<file path="src/rtl/ll_fifo_pkg.sv">
// Shared definitions for the linked-list FIFO slice: select-width helper and round-robin next-grant search.
package ll_fifo_pkg;

  localparam int unsigned MAX_FIFOS = 64;
  localparam int unsigned IDX_W     = 6;

  typedef struct packed {
    logic             valid;
    logic [IDX_W-1:0] idx;
  } grant_t;

  function automatic int unsigned sel_width(input int unsigned n);
    return (n <= 1) ? 1 : $clog2(n);
  endfunction

  // Search starts one past the last grant and wraps modulo n; idx falls back to last when nothing is requesting.
  function automatic grant_t rr_next(input logic [MAX_FIFOS-1:0] req,
                                     input int unsigned last,
                                     input int unsigned n);
    grant_t      g;
    int unsigned k;
    g.valid = 1'b0;
    g.idx   = last[IDX_W-1:0];
    for (int unsigned i = 1; i <= MAX_FIFOS; i++) begin
      k = (last + i) % n;
      if (i <= n && !g.valid && req[k]) begin
        g.valid = 1'b1;
        g.idx   = k[IDX_W-1:0];
      end
    end
    return g;
  endfunction

endpackage

</file>
<file path="src/rtl/rr_arbiter.sv">
// Combinational round-robin arbiter: request vector plus last grant in, grant index and valid out.
module rr_arbiter
  import ll_fifo_pkg::*;
#(
  parameter int unsigned NUM_FIFOS = 2,
  parameter int unsigned SEL_WIDTH = sel_width(NUM_FIFOS)
) (
  input  logic [NUM_FIFOS-1:0] req,
  input  logic [SEL_WIDTH-1:0] last_grant,
  output logic [SEL_WIDTH-1:0] grant,
  output logic                 valid
);

  logic [MAX_FIFOS-1:0] req_ext;
  grant_t               g;

  always_comb begin
    req_ext                = '0;
    req_ext[NUM_FIFOS-1:0] = req;
    g                      = rr_next(req_ext, 32'(last_grant), NUM_FIFOS);
    valid                  = g.valid;
    grant                  = SEL_WIDTH'(g.idx);
  end

endmodule

</file>
<file path="src/rtl/ll_fifo_drain_arb.sv">
// Round-robin drain of a shared linked-list FIFO into a valid/ready output stage.
// Define LL_DRAIN_SKID_EN for a one-entry skid register that removes the out_ready -> pop path.
module ll_fifo_drain_arb
  import ll_fifo_pkg::*;
#(
  parameter int unsigned WIDTH     = 4,
  parameter int unsigned NUM_FIFOS = 2,
  parameter int unsigned SEL_WIDTH = sel_width(NUM_FIFOS)
) (
  input  logic                 clk,
  input  logic                 rst,
  input  logic [NUM_FIFOS-1:0] empty,
  input  logic [WIDTH-1:0]     data_out,
  input  logic [NUM_FIFOS-1:0] drain_en,
  output logic                 pop,
  output logic [SEL_WIDTH-1:0] pop_sel,
  output logic                 out_valid,
  input  logic                 out_ready,
  output logic [WIDTH-1:0]     out_data,
  output logic [SEL_WIDTH-1:0] out_sel
);

  logic [NUM_FIFOS-1:0] eligible;
  logic [SEL_WIDTH-1:0] last_grant;
  logic [SEL_WIDTH-1:0] grant;
  logic                 grant_valid;

  always_comb eligible = ~empty & drain_en;

  rr_arbiter #(
    .NUM_FIFOS(NUM_FIFOS),
    .SEL_WIDTH(SEL_WIDTH)
  ) u_arb (
    .req       (eligible),
    .last_grant(last_grant),
    .grant     (grant),
    .valid     (grant_valid)
  );

  always_ff @(posedge clk) begin
    if (rst)      last_grant <= SEL_WIDTH'(NUM_FIFOS - 1);
    else if (pop) last_grant <= pop_sel;
  end

`ifdef LL_DRAIN_SKID_EN
  logic                 skid_valid;
  logic [WIDTH-1:0]     skid_data;
  logic [SEL_WIDTH-1:0] skid_sel;

  always_comb begin
    pop     = grant_valid & ~skid_valid & ~rst;
    pop_sel = grant;
  end

  // Skid is only filled while the output is stalled, so it always holds the younger word.
  always_ff @(posedge clk) begin
    if (rst) begin
      out_valid  <= 1'b0;
      out_data   <= '0;
      out_sel    <= '0;
      skid_valid <= 1'b0;
      skid_data  <= '0;
      skid_sel   <= '0;
    end else if (~out_valid | out_ready) begin
      if (skid_valid) begin
        out_valid  <= 1'b1;
        out_data   <= skid_data;
        out_sel    <= skid_sel;
        skid_valid <= 1'b0;
      end else if (pop) begin
        out_valid <= 1'b1;
        out_data  <= data_out;
        out_sel   <= pop_sel;
      end else begin
        out_valid <= 1'b0;
      end
    end else if (pop) begin
      skid_valid <= 1'b1;
      skid_data  <= data_out;
      skid_sel   <= pop_sel;
    end
  end
`else
  always_comb begin
    pop     = grant_valid & (~out_valid | out_ready) & ~rst;
    pop_sel = grant;
  end

  always_ff @(posedge clk) begin
    if (rst) begin
      out_valid <= 1'b0;
      out_data  <= '0;
      out_sel   <= '0;
    end else if (pop) begin
      out_valid <= 1'b1;
      out_data  <= data_out;
      out_sel   <= pop_sel;
    end else if (out_ready) begin
      out_valid <= 1'b0;
    end
  end
`endif

endmodule

</file>
<file path="config.mk">
export PLATFORM = sky130hd
export DESIGN_NAME = ll_fifo_drain_arb
export DESIGN_NICKNAME = d
export VERILOG_FILES = /design/src/rtl/ll_fifo_pkg.sv /design/src/rtl/rr_arbiter.sv /design/src/rtl/ll_fifo_drain_arb.sv
export SDC_FILE = /design/constraint.sdc
export NUM_CORES = 1
export LEC_CHECK = 0
export CORE_AREA = 4 4 41 43
export CTS_CLUSTER_DIAMETER = 200
export DETAILED_ROUTE_END_ITERATION = 10
export DIE_AREA = 0 0 45 47
export GPL_ROUTABILITY_DRIVEN = 0
export PLACE_DENSITY = 0.6
export SLEW_MARGIN = 20
export SYNTH_ARGS = -nofsm -noshare
export SYNTH_HDL_FRONTEND = slang
export SYNTH_SLANG_ARGS = --single-unit
</file>
<file path="constraint.sdc">
create_clock -name clk -period 1.13 [get_ports clk]
set_input_delay 0.113 -clock clk [delete_from_list [all_inputs] [get_ports clk]]
set_output_delay 0.113 -clock clk [all_outputs]
set_load 0.02 [all_outputs]
</file>
==> summary.md, run 1 <==
| Metric | Value |
|---|---|
| CP endpoint kind | primary output |
| Starting density of the core | 28.5% |
| Flop2flop setup slack | 90 ps |
| Ys Warns | 0 |
| Final core occ | 50.4% |
| GRT Overall Usage | 9.43% |
| Core box area | 1300 µm² |
| DRT Pass-1 Iters | 3 |
| Worst Hold Class | in -> reg |
| Post-route ant nets | 0 |
| Max-Cap Viols | 0 |
| DIE HEIGHT | 47 µm |
| DR vias | 343 |
| Layout cell share with drive strength beyond 1 | 32.8% |
| Layout Nets | 76 |
| Crit-path cells | and2b_4 -> a21oi_4 -> nor2b_4 -> buf_6 |
| Die width | 45 µm |
| Final setup violation count | 1 |
| CP max-delay cell | dfxtp_2 |
| PortBufs | 18 |
| Placement Rows | 13 |
| Final min period | 1220 ps |
| Largest net degree at the start of global routing | 12 |
| Final period utilization | 108% |
| RSZ-0062 raised after global routing | yes |
| Max_slew headroom | 86.6% |
| Diodes inserted | 0 |
| Setup slack after layout | -90.7 ps |
| DRC | 0 |
| CP max stage delay | 320 ps |
| Htree depth | 1 |
| First-pass GRT wire length | 1.41 mm |
| Hold EP | out_valid |
| R2R Path End | out_sel |
| Via density | 4.34 |
| Crit Path Class | reg -> out |
| Net count after synthesis | 46 |
| CP startpoint kind | flop |
| Vias in the first global route | 339 |
| Cell Pwr Density | 1070 nW/µm² |
| Total wire length | 801 µm |
| Gr ovfl total | 0 |
| Initial antenna violation count | 0 |
| VDD IR-drop max | 0.492 mV |
| Reg2reg start | out_valid |
| Reg2reg path depth | 4 |
| Actual slew at the worst max-slew pin | 199 ps |
| Hold path depth | 3 |
| Required @ worst endpoint | 1020 ps |
| Violated checks | negative setup slack |
| Final hold vios | 0 |
| TritonCTS clock tree | done |
| CTS buffer count | 3 |
| Number of DRC markers in iteration 0 | 5 |
| Clock skew | 0.860 ps |
| Hold Crit Start | out_ready |
| Clock root buffer | clkbuf_4 |
| Area delta synth->final | 77.0% |
| Post-synthesis cell type count | 15 |
| Lkg Pwr | 0.313 nW |
| Mapped cell area | 370 µm² |
| Postcts setup bufs | 0 |
| TritonCTS Sinks | 7 |
| Fin. max-slew vios | 0 |
| Outcome | finished with violations |
| WP data arrival | 1110 ps |
| DR WL/cell | 10.1 µm |
| F_max | 819 MHz |
| Avg Inst Size Synth | 10.6 µm² |
| CP max FO | 2 |
| Die area | 2120 µm² |
| Setup TNS | -90.7 ps |
| Reg clk slew, reported paths | 50 ps |
| Max clock buf depth | 2 |
| Clock Latency Late Sink | 250 ps |
| DPL Wire Length | 648 µm |
| Sequential fraction of the synthesis area | 37.8% |
| Synth Register Bits | 7 |
| Mapped Cells | 35 |
| Io pins | 19 |
layer usage:
layer,wire [µm],GRT usage (%),vias up
li1,-,-,178
met1,364,11.2,148
met2,345,14.7,12
met3,71,3.45,5
met4,19,5.26,0
met5,0,0,-
cell families after synthesis:
| kind of cell | after synthesis | share of synthesized area [%] |
|---|---|---|
| compound gates | 6 | 14.5 |
| flops | 7 | 37.8 |
| buf+inv | 1 | 1.01 |
| mux | 5 | 13.5 |
| simple gates | 16 | 33.1 |
power by group:
| part | leakage [nW] | switching (mW) | internal [mW] |
|---|---|---|---|
| registers | 0.0580 | 0.00860 | 0.266 |
| clock network | 0.0150 | 0.0945 | 0.135 |
| logic | 0.240 | 0.0838 | 0.114 |
sequential cells by signal, summed over array words and instances, names as in the netlist:
name	cells
last_grant	1
out_sel	1
out_valid	1
out_data	4
final cells by class:
cell class | instances | area [µm²]
clock buffers | 4 | 26.3
fillers | 146 | 646
multi-input cells | 27 | 234
flip-flops and latches | 7 | 141
well taps | 15 | 18.8
repair buffers | 26 | 235
worst max path at each step:
stage | end | startpoint | slack [ps]
after global placement | pop | out_ready | -600
after CTS | pop | out_valid | -100
after floorplan | pop | out_valid | 30
after global routing | pop | out_valid | -140
after detailed placement | pop | out_ready | -600
final | pop | out_valid | -90
layout by cell type, fill, tap and decap left out:
cell type        synthesis  routed
a211o_1                  2       2
a21oi_2                  1       1
a21oi_4                  1       1
a31oi_1                  1       1
and2b_4                  1       1
buf_4                    0       8
buf_6                    0       2
clkbuf_1                 1       1
clkbuf_4                 0       3
clkdlybuf4s15_1          0       1
clkdlybuf4s50_1          0       6
dfxtp_1                  7       6
dfxtp_2                  0       1
dlygate4sd2_1            0       8
dlymetal6s2s_1           0       1
mux2i_1                  5       5
nand2_1                  1       1
nand2b_1                 9       9
nand2b_4                 2       2
nor2b_4                  1       2
nor3_1                   1       1
o21ai_0                  1       1
worst max-delay path: cells and delay by family (launching register included):
family	cells	cell delay, ps
flops	1	320
compound gates	1	110
buf+inv	1	120
simple gates	2	320
synth_stat cells (all sizes together):
cell / instances / share of area (%)
a211o: 2 / 4.7
a21oi: 2 / 6.8
a31oi: 1 / 1.7
and2b: 1 / 2.7
clkbuf: 1 / 1.0
dfxtp: 7 / 38
mux2i: 5 / 14
nand2: 1 / 1.0
nand2b: 11 / 23
nor2b: 2 / 5.4
nor3: 1 / 1.4
o21ai: 1 / 1.4
repair_timing:
action | CTS | global route
hold endpoints to repair | 0 | 0
hold buffers | 0 | 0
gates resized for setup | 23 | 1
endpoints found under the setup margin | 8 | 2
stage by stage:
step	cell area (µm²)	hold WS [ps]	setup slack, ps	instances	power, mW
after floorplan	378	268	26.3	35	0.379
after global placement	633	461	-600	75	0.493
after detailed placement	633	469	-604	75	0.494
after CTS	653	295	-101	79	0.713
after global routing	656	325	-143	79	0.743
final	656	287	-90.7	79	0.702
Power figures use the tool's default switching activity.
==> inputs of run 2 (changes only) <==
--- a/config.mk
+++ b/config.mk
@@ -11,6 +11,7 @@
 export DIE_AREA = 0 0 45 47
 export GPL_ROUTABILITY_DRIVEN = 0
 export PLACE_DENSITY = 0.6
+export SKIP_LAST_GASP = 1
 export SLEW_MARGIN = 20
 export SYNTH_ARGS = -nofsm -noshare
 export SYNTH_HDL_FRONTEND = slang
==> summary.md, run 2 (synthesis results as in run 1) <==
| Metric | Value |
|---|---|
| Max reg flops | 4 |
| Placement Rows | 13 |
| PortBufs | 18 |
| CTS buffer count | 3 |
| TritonCTS clock tree | done |
| Layout cell share with drive strength beyond 1 | 32.8% |
| Clock root buffer | clkbuf_4 |
| Core box area | 1300 µm² |
| CP max FO | 2 |
| Lkg Pwr | 0.321 nW |
| Post-route ant nets | 0 |
| Gr ovfl total | 0 |
| F_max | 817 MHz |
| Setup slack after layout | -94.1 ps |
| Vias in the first global route | 339 |
| Clock skew | 1.08 ps |
| Max_slew headroom | 86.6% |
| Cell Int Power | 0.516 mW |
| Max clock buf depth | 2 |
| CP endpoint kind | primary output |
| Reg clk slew, reported paths | 50 ps |
| Final hold vios | 0 |
| CP startpoint kind | flop |
| Hold_ws | 183 ps |
| TritonCTS Sinks | 7 |
| Violated checks | negative setup slack |
| First-pass GRT wire length | 1.42 mm |
| Io pins | 19 |
| Layout Nets | 76 |
| Filler cells | 144 |
| Commonest non-fill, non-tap cell in the layout | nand2b_1 |
| Die area | 2120 µm² |
| Postcts setup bufs | 0 |
| DR WL/cell | 10.3 µm |
| Biggest register | out_data |
| Most frequent cells in the layout | 9 x nand2b_1, 8 x buf_4, 7 x dlygate4sd2_1 |
| Combinational Power Share | 28.2% |
| Required @ worst endpoint | 1020 ps |
| Initial antenna violation count | 0 |
| Sw power | 0.190 mW |
| DR vias | 343 |
| Max-Cap Viols | 0 |
| RSZ-0062 raised after global routing | yes |
| Final setup violation count | 1 |
| Die width | 45 µm |
| Finished Layout Cells | 79 |
| Diodes inserted | 0 |
| Final period utilization | 108% |
| Via density | 4.34 |
| Switching share of power | 26.9% |
| Crit Path Class | reg -> out |
| DIE HEIGHT | 47 µm |
| WP data arrival | 1110 ps |
| Placed insts | 75 |
| Actual slew at the worst max-slew pin | 199 ps |
| VDD IR-drop max | 0.492 mV |
| Final min period | 1220 ps |
| DRT Pass-1 Iters | 3 |
| Starting density of the core | 28.5% |
| Number of DRC markers in iteration 0 | 1 |
| Htree depth | 1 |
| DPL Wire Length | 648 µm |
| Fin. max-slew vios | 0 |
| Worst Hold Class | in -> reg |
| Largest net degree at the start of global routing | 12 |
| Area delta synth->final | 78.0% |
| DRC | 0 |
| GRT Overall Usage | 9.51% |
| Clock Power Share | 32.9% |
| Total wire length | 813 µm |
| Clock Latency Late Sink | 250 ps |
| Sequential group share of total power | 38.9% |
| Cell Pwr Density | 1070 nW/µm² |
| Outcome | finished with violations |
run 2: timing repair:
action / CTS / global route
hold endpoints to repair: 0 / 0
pin swaps: 0 / 0
hold buffers: 0 / 0
setup endpoints to repair: 8 / 3
gates resized for setup: 19 / 5
run 2: power groups by stage:
| stage | sequential (mW) | combinational, mW | clock (mW) |
|---|---|---|---|
| after floorplan | 0.300 | 0.0791 | 0 |
| after global placement | 0.280 | 0.213 | 0 |
| after detailed placement | 0.280 | 0.214 | 0 |
| after CTS | 0.274 | 0.200 | 0.236 |
| after global routing | 0.278 | 0.215 | 0.252 |
| final | 0.275 | 0.199 | 0.232 |
run 2: critical path, cell delays in order, from the launching register on:
cell and delay (ps):
dfxtp_2 320, and2b_4 170, a21oi_4 110, nor2b_4 150
buf_6 120
run 2: worst paths after layout:
path / slack, ps / cells past startpoint / from / end
worst max-delay path: -90 / 4 / out_valid / pop
worst max register to register: 90 / 4 / out_valid / out_sel
worst min register to register: 470 / 2 / out_data[2] / out_data[2]
worst min-delay path: 180 / 3 / out_ready / out_valid
run 2: per-stage QoR:
| stage | utilization, % | cell area (µm²) | setup slack (ps) | TNS, ps | power [mW] |
|---|---|---|---|---|---|
| after floorplan | - | 378 | 26.3 | 0 | 0.379 |
| after global placement | 48.7 | 633 | -600 | -2150 | 0.493 |
| after detailed placement | 48.7 | 633 | -604 | -2240 | 0.494 |
| after CTS | 49.7 | 647 | -156 | -156 | 0.710 |
| after global routing | 50.7 | 659 | -143 | -143 | 0.744 |
| final | 50.7 | 659 | -94.1 | -94.1 | 0.706 |
run 2: final cells by class:
cell class / count / area (µm²) / share of cell area (%)
Multi-Input combinational cell: 27 / 234 / 35.5
Clock buffer: 4 / 26.3 / 3.98
Tap cell: 15 / 18.8 / 2.85
Timing Repair Buffer: 26 / 239 / 36.2
Sequential cell: 7 / 141 / 21.4
run 2: layer usage:
metal	track usage, %	share of wire, %
met1	11.5	44
met2	14.7	44
met3	3.45	8.9
met4	5.26	2.1
met5	0	0
